**src/rtl/feed_ctrl_pkg.sv**
```systemverilog
// Shared definitions for the systolic array feed controller: state encoding and
// pipeline timing constants used by the FSM and the valid skew chain.
package feed_ctrl_pkg;

    localparam logic [1:0] ST_IDLE  = 2'd0;
    localparam logic [1:0] ST_READ  = 2'd1;
    localparam logic [1:0] ST_DRAIN = 2'd2;
    localparam logic [1:0] ST_DONE  = 2'd3;

    typedef enum logic [1:0] {
        StIdle  = ST_IDLE,
        StRead  = ST_READ,
        StDrain = ST_DRAIN,
        StDone  = ST_DONE
    } feed_state_e;

    // Buffer returns data one cycle after the read strobe.
    localparam int unsigned READ_LATENCY = 1;

    // Cycles between the last read strobe and the last lane qualifying that row.
    function automatic int unsigned drain_cycles(input int unsigned array);
        return array + READ_LATENCY;
    endfunction

endpackage

```
**src/rtl/valid_skew_chain.sv**
```systemverilog
// Shift chain producing per-lane valid bits: bit n is rv delayed n+1 cycles,
// matching the data skew network alignment.
module valid_skew_chain #(
    parameter int unsigned ARRAY = 16
) (
    input  logic             clk,
    input  logic             reset,
    input  logic             rv,
    output logic [ARRAY-1:0] lane_valid
);

    logic [ARRAY-1:0] lane_q;

    always_ff @(posedge clk) begin
        if (reset) begin
            lane_q <= '0;
        end else begin
            lane_q[0] <= rv;
            for (int n = 1; n < int'(ARRAY); n++) begin
                lane_q[n] <= lane_q[n-1];
            end
        end
    end

    assign lane_valid = lane_q;

endmodule

```
**src/rtl/systolic_feed_ctrl.sv**
```systemverilog
// Streams a descriptor-defined block of buffer rows into the systolic array skew
// network, generating skewed per-lane valids and a completion pulse after drain.
module systolic_feed_ctrl
    import feed_ctrl_pkg::*;
#(
    parameter int unsigned DATA_WIDTH     = 8,
    parameter int unsigned ARRAY          = 16,
    parameter int unsigned MEM_DATA_WIDTH = DATA_WIDTH * ARRAY,
    parameter int unsigned ADDR_WIDTH     = 10,
    parameter int unsigned LEN_WIDTH      = 10
) (
    input  logic                      clk,
    input  logic                      reset,
    input  logic                      cfg_valid,
    output logic                      cfg_ready,
    input  logic [ADDR_WIDTH-1:0]     cfg_base_addr,
    input  logic [ADDR_WIDTH-1:0]     cfg_stride,
    input  logic [LEN_WIDTH-1:0]      cfg_num_rows,
    input  logic                      abort,
    output logic                      buf_read_req,
    output logic [ADDR_WIDTH-1:0]     buf_read_addr,
    input  logic [MEM_DATA_WIDTH-1:0] buf_read_data,
    output logic [MEM_DATA_WIDTH-1:0] skew_data_in,
    output logic [ARRAY-1:0]          lane_valid,
    output logic                      busy,
    output logic                      done
);

    localparam int unsigned DRAIN_CYCLES = drain_cycles(ARRAY);
    localparam int unsigned DCW          = $clog2(DRAIN_CYCLES + 1);

    // Normal exit enters DRAIN straight after the last strobe. An abort spends
    // its own READ cycle without a strobe, so one drain cycle is already used.
    localparam logic [DCW-1:0] DRAIN_LOAD       = DCW'(DRAIN_CYCLES - 1);
    localparam logic [DCW-1:0] DRAIN_LOAD_ABORT = DCW'(DRAIN_CYCLES - 2);

    feed_state_e           state_q, state_d;
    logic [ADDR_WIDTH-1:0] addr_q, addr_d;
    logic [ADDR_WIDTH-1:0] stride_q, stride_d;
    logic [LEN_WIDTH-1:0]  rows_left_q, rows_left_d;
    logic [DCW-1:0]        drain_cnt_q, drain_cnt_d;
    logic                  rv_q;

    always_comb begin
        state_d      = state_q;
        addr_d       = addr_q;
        stride_d     = stride_q;
        rows_left_d  = rows_left_q;
        drain_cnt_d  = drain_cnt_q;
        cfg_ready    = 1'b0;
        buf_read_req = 1'b0;
        done         = 1'b0;
        busy         = 1'b1;

        unique case (state_q)
            StIdle: begin
                cfg_ready = 1'b1;
                busy      = 1'b0;
                if (cfg_valid) begin
                    addr_d      = cfg_base_addr;
                    stride_d    = cfg_stride;
                    rows_left_d = cfg_num_rows;
                    state_d     = (cfg_num_rows == '0) ? StDone : StRead;
                end
            end
            StRead: begin
                if (abort) begin
                    state_d     = StDrain;
                    drain_cnt_d = DRAIN_LOAD_ABORT;
                end else begin
                    buf_read_req = 1'b1;
                    addr_d       = addr_q + stride_q;
                    rows_left_d  = rows_left_q - 1'b1;
                    if (rows_left_q == LEN_WIDTH'(1)) begin
                        state_d     = StDrain;
                        drain_cnt_d = DRAIN_LOAD;
                    end
                end
            end
            StDrain: begin
                if (drain_cnt_q == '0) begin
                    state_d = StDone;
                end else begin
                    drain_cnt_d = drain_cnt_q - 1'b1;
                end
            end
            StDone: begin
                done    = 1'b1;
                state_d = StIdle;
            end
            default: state_d = StIdle;
        endcase
    end

    always_ff @(posedge clk) begin
        if (reset) begin
            state_q     <= StIdle;
            addr_q      <= '0;
            stride_q    <= '0;
            rows_left_q <= '0;
            drain_cnt_q <= '0;
            rv_q        <= 1'b0;
        end else begin
            state_q     <= state_d;
            addr_q      <= addr_d;
            stride_q    <= stride_d;
            rows_left_q <= rows_left_d;
            drain_cnt_q <= drain_cnt_d;
            rv_q        <= buf_read_req;
        end
    end

    assign buf_read_addr = addr_q;
    assign skew_data_in  = buf_read_data;

    valid_skew_chain #(
        .ARRAY(ARRAY)
    ) u_valid_skew_chain (
        .clk       (clk),
        .reset     (reset),
        .rv        (rv_q),
        .lane_valid(lane_valid)
    );

endmodule

```
**config.mk**
```make
export PLATFORM = sky130hd
export DESIGN_NAME = systolic_feed_ctrl
export DESIGN_NICKNAME = d
export VERILOG_FILES = /design/src/rtl/feed_ctrl_pkg.sv /design/src/rtl/valid_skew_chain.sv /design/src/rtl/systolic_feed_ctrl.sv
export SDC_FILE = /design/constraint.sdc
export NUM_CORES = 1
export LEC_CHECK = 0
export CORE_AREA = 4 4 123 125
export CTS_CLUSTER_DIAMETER = 80
export CTS_CLUSTER_SIZE = 14
export DETAILED_ROUTE_END_ITERATION = 8
export DIE_AREA = 0 0 127 129
export PLACE_DENSITY_LB_ADDON = 0.25
export SLEW_MARGIN = 0
export SYNTH_ARGS = -nofsm -noshare
export SYNTH_HDL_FRONTEND = slang
export SYNTH_HIERARCHICAL = 1
export SYNTH_SLANG_ARGS = --single-unit
```
**constraint.sdc**
```tcl
create_clock -name clk -period 2.3 [get_ports clk]
set_input_delay 0.69 -clock clk [delete_from_list [all_inputs] [get_ports clk]]
set_output_delay 0.69 -clock clk [all_outputs]
set_load 0.1 [all_outputs]
```
==> out/results.txt, run 1 <==
The cell taking the most area after synthesis was dfxtp_1. Clock tree synthesis selected as its root buffer the cell clkbuf_16. The run gives 0.4151 mV as the peak supply drop.

The initial detailed-routing violation count was 188; the final antenna-violating net count was 0. The initial utilization of the core area, before any placement, comes to 27.70%. The area overhead of the layout relative to synthesis was 4.458%. Number of vias per cell after detailed routing: 4.845.

By area the synthesized netlist is led by dfxtp_1 (28%), buf_4 (25%), ha_1 (5.5%). The run finished with clean final reports. For this design the ratio of total power to cell area is 1404 mW/mm². Buffers placed on the I/O ports in this run total 63. The portion of synthesized area spent on multiplexers is 1.171%. The tools report the largest net degree at the start of global routing as 24. The number of I/O pins is 320, and the signal arrival time at the worst endpoint is 1.54 ns.

Final hold analysis gives a worst-case slack of 0.4470 ns. The number of buffers created by CTS was 5; the largest fanout on the critical path was 2. At the pin with the least slew margin, the transition time is 0.5359 ns.

The first global-routing pass estimated 15.77 mm of wire. The total overflow left after global routing is 0. The die covers 0.01638 mm². The number of antenna violations at the first check in global routing was 0. The worst clock skew was 0.006936 ns. TritonCTS built the clock tree. For the met3 usage in global routing, the log shows 4.815%. Type of the most critical hold path: reg -> reg. Summed over its instances, the top area cell type makes up 28.12% of the synthesized netlist area. The worst path uses 96.86% of the clock period.

The area share of xor/xnor cells in the synthesized design was 0.9112%. At the end of the flow the core is filled with cells to 28.93%. Max-slew violation count: 0. For this run, the top clock speed supported by timing is 448.9 MHz. Clock-pin slew was measured on the worst setup and hold paths at 0.08 ns. Width of the die: 127 µm. Counting every net in the synthesized netlist gives 645.

The post-synthesis sequential area ratio came out at 28.12%. Setup repair after global routing left no endpoint under its margin. The relative slew slack was 64.27%.

Main combinational cell family by area after synthesis: buffers and inverters. The aggregate negative setup slack is 0 ns. The via count is 2,883. The die is 129 µm tall. The met1 track demand over resource in global routing is 13.26%, and the synthesis-stage register bit count is 54. The placer's final routability congestion estimate was 0.8002; the mean instance size in the synthesized netlist was 8.269 µm². Setup violations remaining at the end of the flow were counted as 0.

The number of antenna diodes in the final layout is 0. In this run, synthesis inferred 0 flip-flops with an integrated enable. The data required time of the critical path came out at 1.61 ns. The prevailing post-synth register cell was dfxtp_1.

The synthesized netlist contains 60 unique library cells. Global routing used 12.27% of the available tracks across all layers. The synthesized netlist devotes 18.52% of its cell area to simple gates. After filler insertion, the fill cell instance count of the layout stands at 1,486. Buffers added to address setup during post-CTS repair amount to 0.

The busiest layer in global routing is met2. The run gives 2,814 as the number of global-route vias before repair. The half-perimeter wire length after placement was 8.316 mm. The core box area was 0.01388 mm². For this run, the number of Yosys warnings is 6. Summing the areas of all fa, ha and maj instances in the mapped netlist gives 6.053% of the synthesized area. The floorplan has 43 rows. The total wire length after detailed routing is 10.45 mm, and the total DRC errors in the routed layout is 0.

The H-tree was split into 2 levels. The class of the most critical setup path was in -> out. For the overall power consumption, the log shows 5.640 mW. Dividing the detail-routed wire length by the instance count gives 17.55 µm. The worst hold path depth came out at 1. For this run, global-route usage on met2 was measured as 20.89%. The final instance area came out at 0.004016 mm². Fraction of registers with async set/reset: 0%.

The fraction of the mapped netlist area in compound gates was 17.54%; the post-placement cell area was 0.003831 mm². For this design the static power due to leakage is 1.607 nW. Synthesis produced a netlist whose cell count is 465. Before antenna repair, the detailed router went through 4 iterations. The netlist area before placement is 0.003845 mm², and the fraction of final layout cells sized beyond drive strength 1 is 23.13%. The count of cells along the worst register-to-register path came out at 7. Clock period minus worst slack: 2.228 ns.

STA classifies the critical path endpoint as a primary output. The clock latency on the worst-skew pair was 0.30 ns. Maximum number of buffers from clock root to sink: 2. The logs give 594 for the final-stage net count and 0 for the number of hold-slack violations in the final timing report.

For this design, the sink count on the clock tree is 54. The tool flagged a number of max-cap violations equal to 0. The tools report the startpoint type of the worst setup path as an input pin.
-- cell type report --
class	count	area [µm²]	share of cell area, %
multi-input combinational	259	1714	42.68
sequential	54	1087	27.07
timing repair buffer	83	775.7	19.31
tap	180	225.2	5.607
clock buffer	5	125.1	3.115
clock inverter	3	47.55	1.184
inverter	11	41.29	1.028
-- per-layer routing --
metal / part of all wire, % / routed length (µm)
met2: 47 / 4937
met4: 4.6 / 479
met3: 9.1 / 949
met5: 0 / 0
met1: 39 / 4079
-- registers in the layout (all words and copies together) (netlist names) --
register,count
state_q,2
u_valid_skew_chain/lane_valid,16
drain_cnt_q,5
stride_q,10
buf_read_addr,10
rv_q,1
rows_left_q,10
-- Yosys cell counts (all sizes together), types with 4 or more instances --
cell type	number
nor2b	12
a211oi	18
nor4	4
and2b	8
a21oi	32
dfxtp	54
nand2	43
ha	17
o21ai	17
a31oi	4
nor3	10
nor2	35
nand2b	5
inv	11
o211ai	5
or3	4
a21o	5
clkbuf	5
buf	136
-- per-stage QoR --
stage | setup slack (ns) | cells
after floorplan | -0.08606 | 465
after CTS | 0.03481 | 595
after detailed placement | -0.04388 | 587
after global routing | 0.03283 | 595
final | 0.07232 | 595
after global placement | -0.005596 | 587
-- logic make-up (layout without fill, tap and decap cells) --
group | count (synthesis) | count (layout)
buf+inv | 152 | 102
simple gates | 132 | 132
compound gates | 101 | 101
flops | 54 | 54
fa+ha+maj | 18 | 18
xor+xnor | 4 | 4
mux | 4 | 4
-- critical path, stage by stage --
cell	delay, ns
clkdlybuf4s50_1	0.41
nand2b_1	0.18
inv_2	0.09
buf_12	0.17
-- power by group --
part,internal [mW],switching (mW),total (mW)
Combinational,1.24,2.08,3.31
Sequential,1.17,0.248,1.42
Clock,0.523,0.381,0.904
Total,2.93,2.71,5.64
-- cells in the final DEF, fill, tap and decap left out, types with 2 or more instances in the layout --
| cell type | count |
|---|---|
| o31ai_1 | 2 |
| nand3_1 | 2 |
| o21ai_0 | 13 |
| or3_1 | 4 |
| mux2i_1 | 3 |
| a311oi_1 | 2 |
| inv_1 | 9 |
| buf_4 | 44 |
| inv_6 | 2 |
| nor2b_1 | 5 |
| dfxtp_2 | 5 |
| o211ai_1 | 5 |
| nor4_1 | 3 |
| and2b_2 | 7 |
| nor3b_1 | 2 |
| inv_2 | 2 |
| a21o_1 | 5 |
| nor2_1 | 35 |
| nor3_1 | 7 |
| xor2_1 | 3 |
| o32ai_1 | 2 |
| o21ai_1 | 4 |
| a211oi_1 | 15 |
| a22oi_1 | 2 |
| nor3_2 | 3 |
| nand2b_1 | 5 |
| nand2_1 | 42 |
| clkbuf_16 | 5 |
| nor2b_2 | 7 |
| a211oi_2 | 2 |
| ha_1 | 16 |
| a21oi_1 | 32 |
| a211o_1 | 2 |
| clkdlybuf4s50_1 | 32 |
| dfxtp_1 | 49 |
| buf_12 | 6 |
| a31oi_1 | 4 |
-- timing repair --
item / 4_1_cts / 5_1_grt
hold buffers: 0 / 0
setup endpoints to repair: 0 / 2
gates resized for setup: 0 / 3
-- final timing paths --
check,slack (ns),start,to
max,0.07,abort,buf_read_req
max reg2reg,0.19,buf_read_addr[0]$_SDFFE_PP0P_,buf_read_addr[6]$_SDFFE_PP0P_
min,0.45,rv_q$_SDFF_PP0_,u_valid_skew_chain/lane_valid[0]$_SDFF_PP0_
min reg2reg,0.45,rv_q$_SDFF_PP0_,u_valid_skew_chain/lane_valid[0]$_SDFF_PP0_
Power figures use the tool's default switching activity.
==> inputs of run 2 (changes only) <==
- CORE_AREA: 4 4 123 125 -> 4 4 122 124
- DIE_AREA: 0 0 127 129 -> 0 0 126 128
- SYNTH_HIERARCHICAL: 1 -> not set
==> run 2 against run 1 <==
  * Power down 5.4%
  * Non-clock buffer count decreased by 9
  * Largest power group unchanged
  * Cell count decreased by 1.8%
==> out/results.txt, run 2 <==
The flow ran to the end, and the final reports show no timing, DRC or antenna violations. The H-tree depth is 2. The wire length of the first global-routing pass was 14.77 mm; the aggregate negative setup slack was 0 ns. Dividing the detail-routed wire length by the instance count gives 16.52 µm. By count the netlist is led by buf_4 (128), dfxtp_1 (54), nand2_1 (44). The effective utilization at floorplan was 27.23%.

The worst setup path is launched from a flop. Netlist area before placement: 0.003750 mm². The floorplan step set the die height to 128 µm. STA classifies the critical path endpoint as a flop. Start point of the critical path: buf_read_addr[1]$_SDFFE_PP0P_.

The logs give 0 for the total DRC errors in the routed layout and 7.318 mm for the half-perimeter wire length after placement. The worst register-to-register path begins at buf_read_addr[1]$_SDFFE_PP0P_. The first detailed-routing pass took 4 iterations. The average instance in the mapped netlist occupies 8.047 µm². The final antenna-violating net count is 0.

During synthesis, Yosys emitted a total of 0 warnings. Counting flops with a built-in enable in the synthesized netlist gives 0. The clock passes through at most 2 buffers. The worst-case setup margin in the final layout is 0.1654 ns. Based on the critical path, the design can be clocked at up to 468.5 MHz.

Total routing resource utilization after global routing: 11.37%. Routability-driven placement finished with a final weighted congestion of 0.8190. Number of flip-flops in the largest register: 16. The run gives 28.83% as the post-synthesis sequential area ratio. The max-slew violation count was 0. The logs give -0.02973 ns for the worst slack at placement and 0.006890 ns for the worst clock skew.

The number of global-route vias before repair was 2,782; the register clock-pin slew on the reported worst setup and hold paths was 0.07 ns. The number of vias per cell after detailed routing came out at 4.760. Prevailing post-synth register cell: dfxtp_1. The region available for standard cell placement spans 0.01377 mm². The logs give 0 for the overflow left after global routing and 466 for the post-synthesis cell count. Number of buffers created by CTS: 5.

The number of nets produced by synthesis is 646, and the full die area is 0.01613 mm². Measured in cells, the most critical reg-to-reg path has a length of 6. The max-cap violation count is 0, and the area share of xor/xnor cells in the synthesized design is 0.9343%. The logs give 62.96% for the relative slew slack and 0 for the number of hold-slack violations in the final timing report. By startpoint and endpoint, the worst setup path is classified as reg -> reg. The synthesized netlist devotes 6.206% of its cell area to adder and majority cells.

For the minimum setup slack among reg-to-reg paths, the log shows 0.17 ns. The clock period minus worst slack was 2.135 ns. TritonCTS built the clock tree. Counting the fill cells in the layout gives 1,530. The width of the die is 126 µm, and the power density relative to cell area is 1396 mW/mm². The via count was 2,780; the fraction of registers with async set/reset was 0%. The worst slack on hold paths was 0.4626 ns; the area overhead of the layout relative to synthesis was 1.969%. Setup repair after global routing left no endpoint under its margin.

0 antenna diodes ended up in the layout. The number of I/O pins was 320. The count of buffers from port buffering was 63. The portion of synthesized cell area occupied by the leading cell type is 28.83%, and the fraction of the mapped netlist area in compound gates is 17.62%. The tools report the CTS sink count as 54. The floorplan has 43 rows. Cell taking the most area after synthesis: dfxtp_1. Total wire length after detailed routing: 9.647 mm. Clock tree synthesis selected as its root buffer the cell clkbuf_16. The final layout contains 584 nets.

Of the cells placed in the final design, the portion with a size suffix greater than 1 is 16.34%. The tools report the peak supply drop as 0.5204 mV. The number of setup buffers added after CTS is 0.

The startpoint identified for the worst hold timing path is u_valid_skew_chain.lane_valid[5]$_SDFF_PP0_. In the layout the commonest cells are dfxtp_1 (47), nand2_1 (44), nor2_1 (35), buf_4 (35), clkdlybuf4s50_1 (31). The netlist uses 50 different library cells.

Data on the critical path is required at its endpoint by 2.49 ns. After synthesis, the largest family of logic cells by area is buffers and inverters. In this run the worst path has a maximum fanout of 4.

The slew at the pin closest to its max-slew limit was 0.5523 ns. The endpoint identified for the worst register-to-register timing path is buf_read_addr[9]$_SDFFE_PP0P_. By instance count, the leading cell after synthesis is buf_4. Largest net degree at the start of global routing: 26. The leakage power summed over all cells came out at 1.519 nW.

Measured against the total synthesized area, the mux share comes to 1.368%. The number of antenna violations at the first check in global routing is 0, and the number of buffers inserted by hold repair at cts is 0. The tightest min-delay check is of the reg -> reg type.

The detailed router finished its first iteration with 93 violations. The final count of negative-setup-slack endpoints is 0, and the synthesis-stage register bit count is 54. The library cell used most frequently in the layout, excluding fill and tap cells, is dfxtp_1. The critical path ends at buf_read_addr[9]$_SDFFE_PP0P_.

Ranked by total cell area, the synthesized netlist is headed by dfxtp_1 (29%), buf_4 (26%), ha_1 (5.7%). Data arrives at the worst endpoint at 2.32 ns. Clock latency on the worst-skew pair, taken at its later pin, is 0.29 ns. The synthesized netlist devotes 16.62% of its cell area to simple gates.

Dividing the final minimum period by the clock period gives 92.81%. The run gives 1 as the post-cts gate resize count.
run 2: cell count changes in the layout (fill, tap and decap cells not counted), sizes merged, moves of 4 or more:
cell	change
and2b	-8
nor3	-5
o22ai	+4
buf	-9
nor2b	+7
run 2: kinds of logic (layout without fill, tap and decap cells):
family | after synthesis | count (layout)
DFF | 54 | 54
AOI/OAI and AO/OA | 101 | 101
muxes | 5 | 5
buffers and inverters | 155 | 93
adders and majority gates | 18 | 18
and+or+nand+nor | 129 | 129
xor gates and xnor gates | 4 | 4
run 2: routing by layer:
| layer | global-route usage (%) | up-vias | routed length (µm) |
|---|---|---|---|
| met5 | 0 | - | 0 |
| met1 | 13.22 | 1265 | 3951 |
| li1 | - | 1337 | - |
| met4 | 7.886 | 0 | 502 |
| met2 | 18.06 | 111 | 4471 |
| met3 | 3.250 | 67 | 722 |
run 2: through the flow:
stage	instances	utilization, %	power [mW]	instance area (µm²)
floorplan	466	-	4.735	3761
global placement	577	26.67	4.563	3674
detailed placement	577	26.67	4.590	3674
CTS	584	27.69	5.386	3814
global route	584	27.76	5.743	3824
finish	584	27.76	5.336	3824
run 2: final cells by class:
class / count / area [µm²] / area share, %
multi-input combinational: 257 / 1620 / 42.38
clock buffer: 7 / 132.6 / 3.469
sequential: 54 / 1090 / 28.50
timing repair buffer: 74 / 710.7 / 18.59
inverter: 12 / 45.04 / 1.178
tap: 180 / 225.2 / 5.890
run 2: where the power goes:
group	switching, mW	internal (mW)
Sequential	0.223	1.18
Clock	0.353	0.401
Combinational	2.05	1.14
Total	2.62	2.71
run 2: critical path, cell delays in order (launching register included):
cell and delay (ns):
dfxtp_2 0.35, ha_1 0.31, a211oi_1 0.52, nor2_1 0.15, a31oi_1 0.31, a21oi_1 0.11
o31a_1 0.28
run 2: worst min path at each step:
stage	depth (start not counted)	end
global route	1	u_valid_skew_chain.lane_valid[11]$_SDFF_PP0_
CTS	2	stride_q[4]$_SDFFE_PP0P_
floorplan	1	u_valid_skew_chain.lane_valid[0]$_SDFF_PP0_
global placement	1	u_valid_skew_chain.lane_valid[13]$_SDFF_PP0_
finish	1	u_valid_skew_chain.lane_valid[6]$_SDFF_PP0_
detailed placement	2	stride_q[4]$_SDFFE_PP0P_
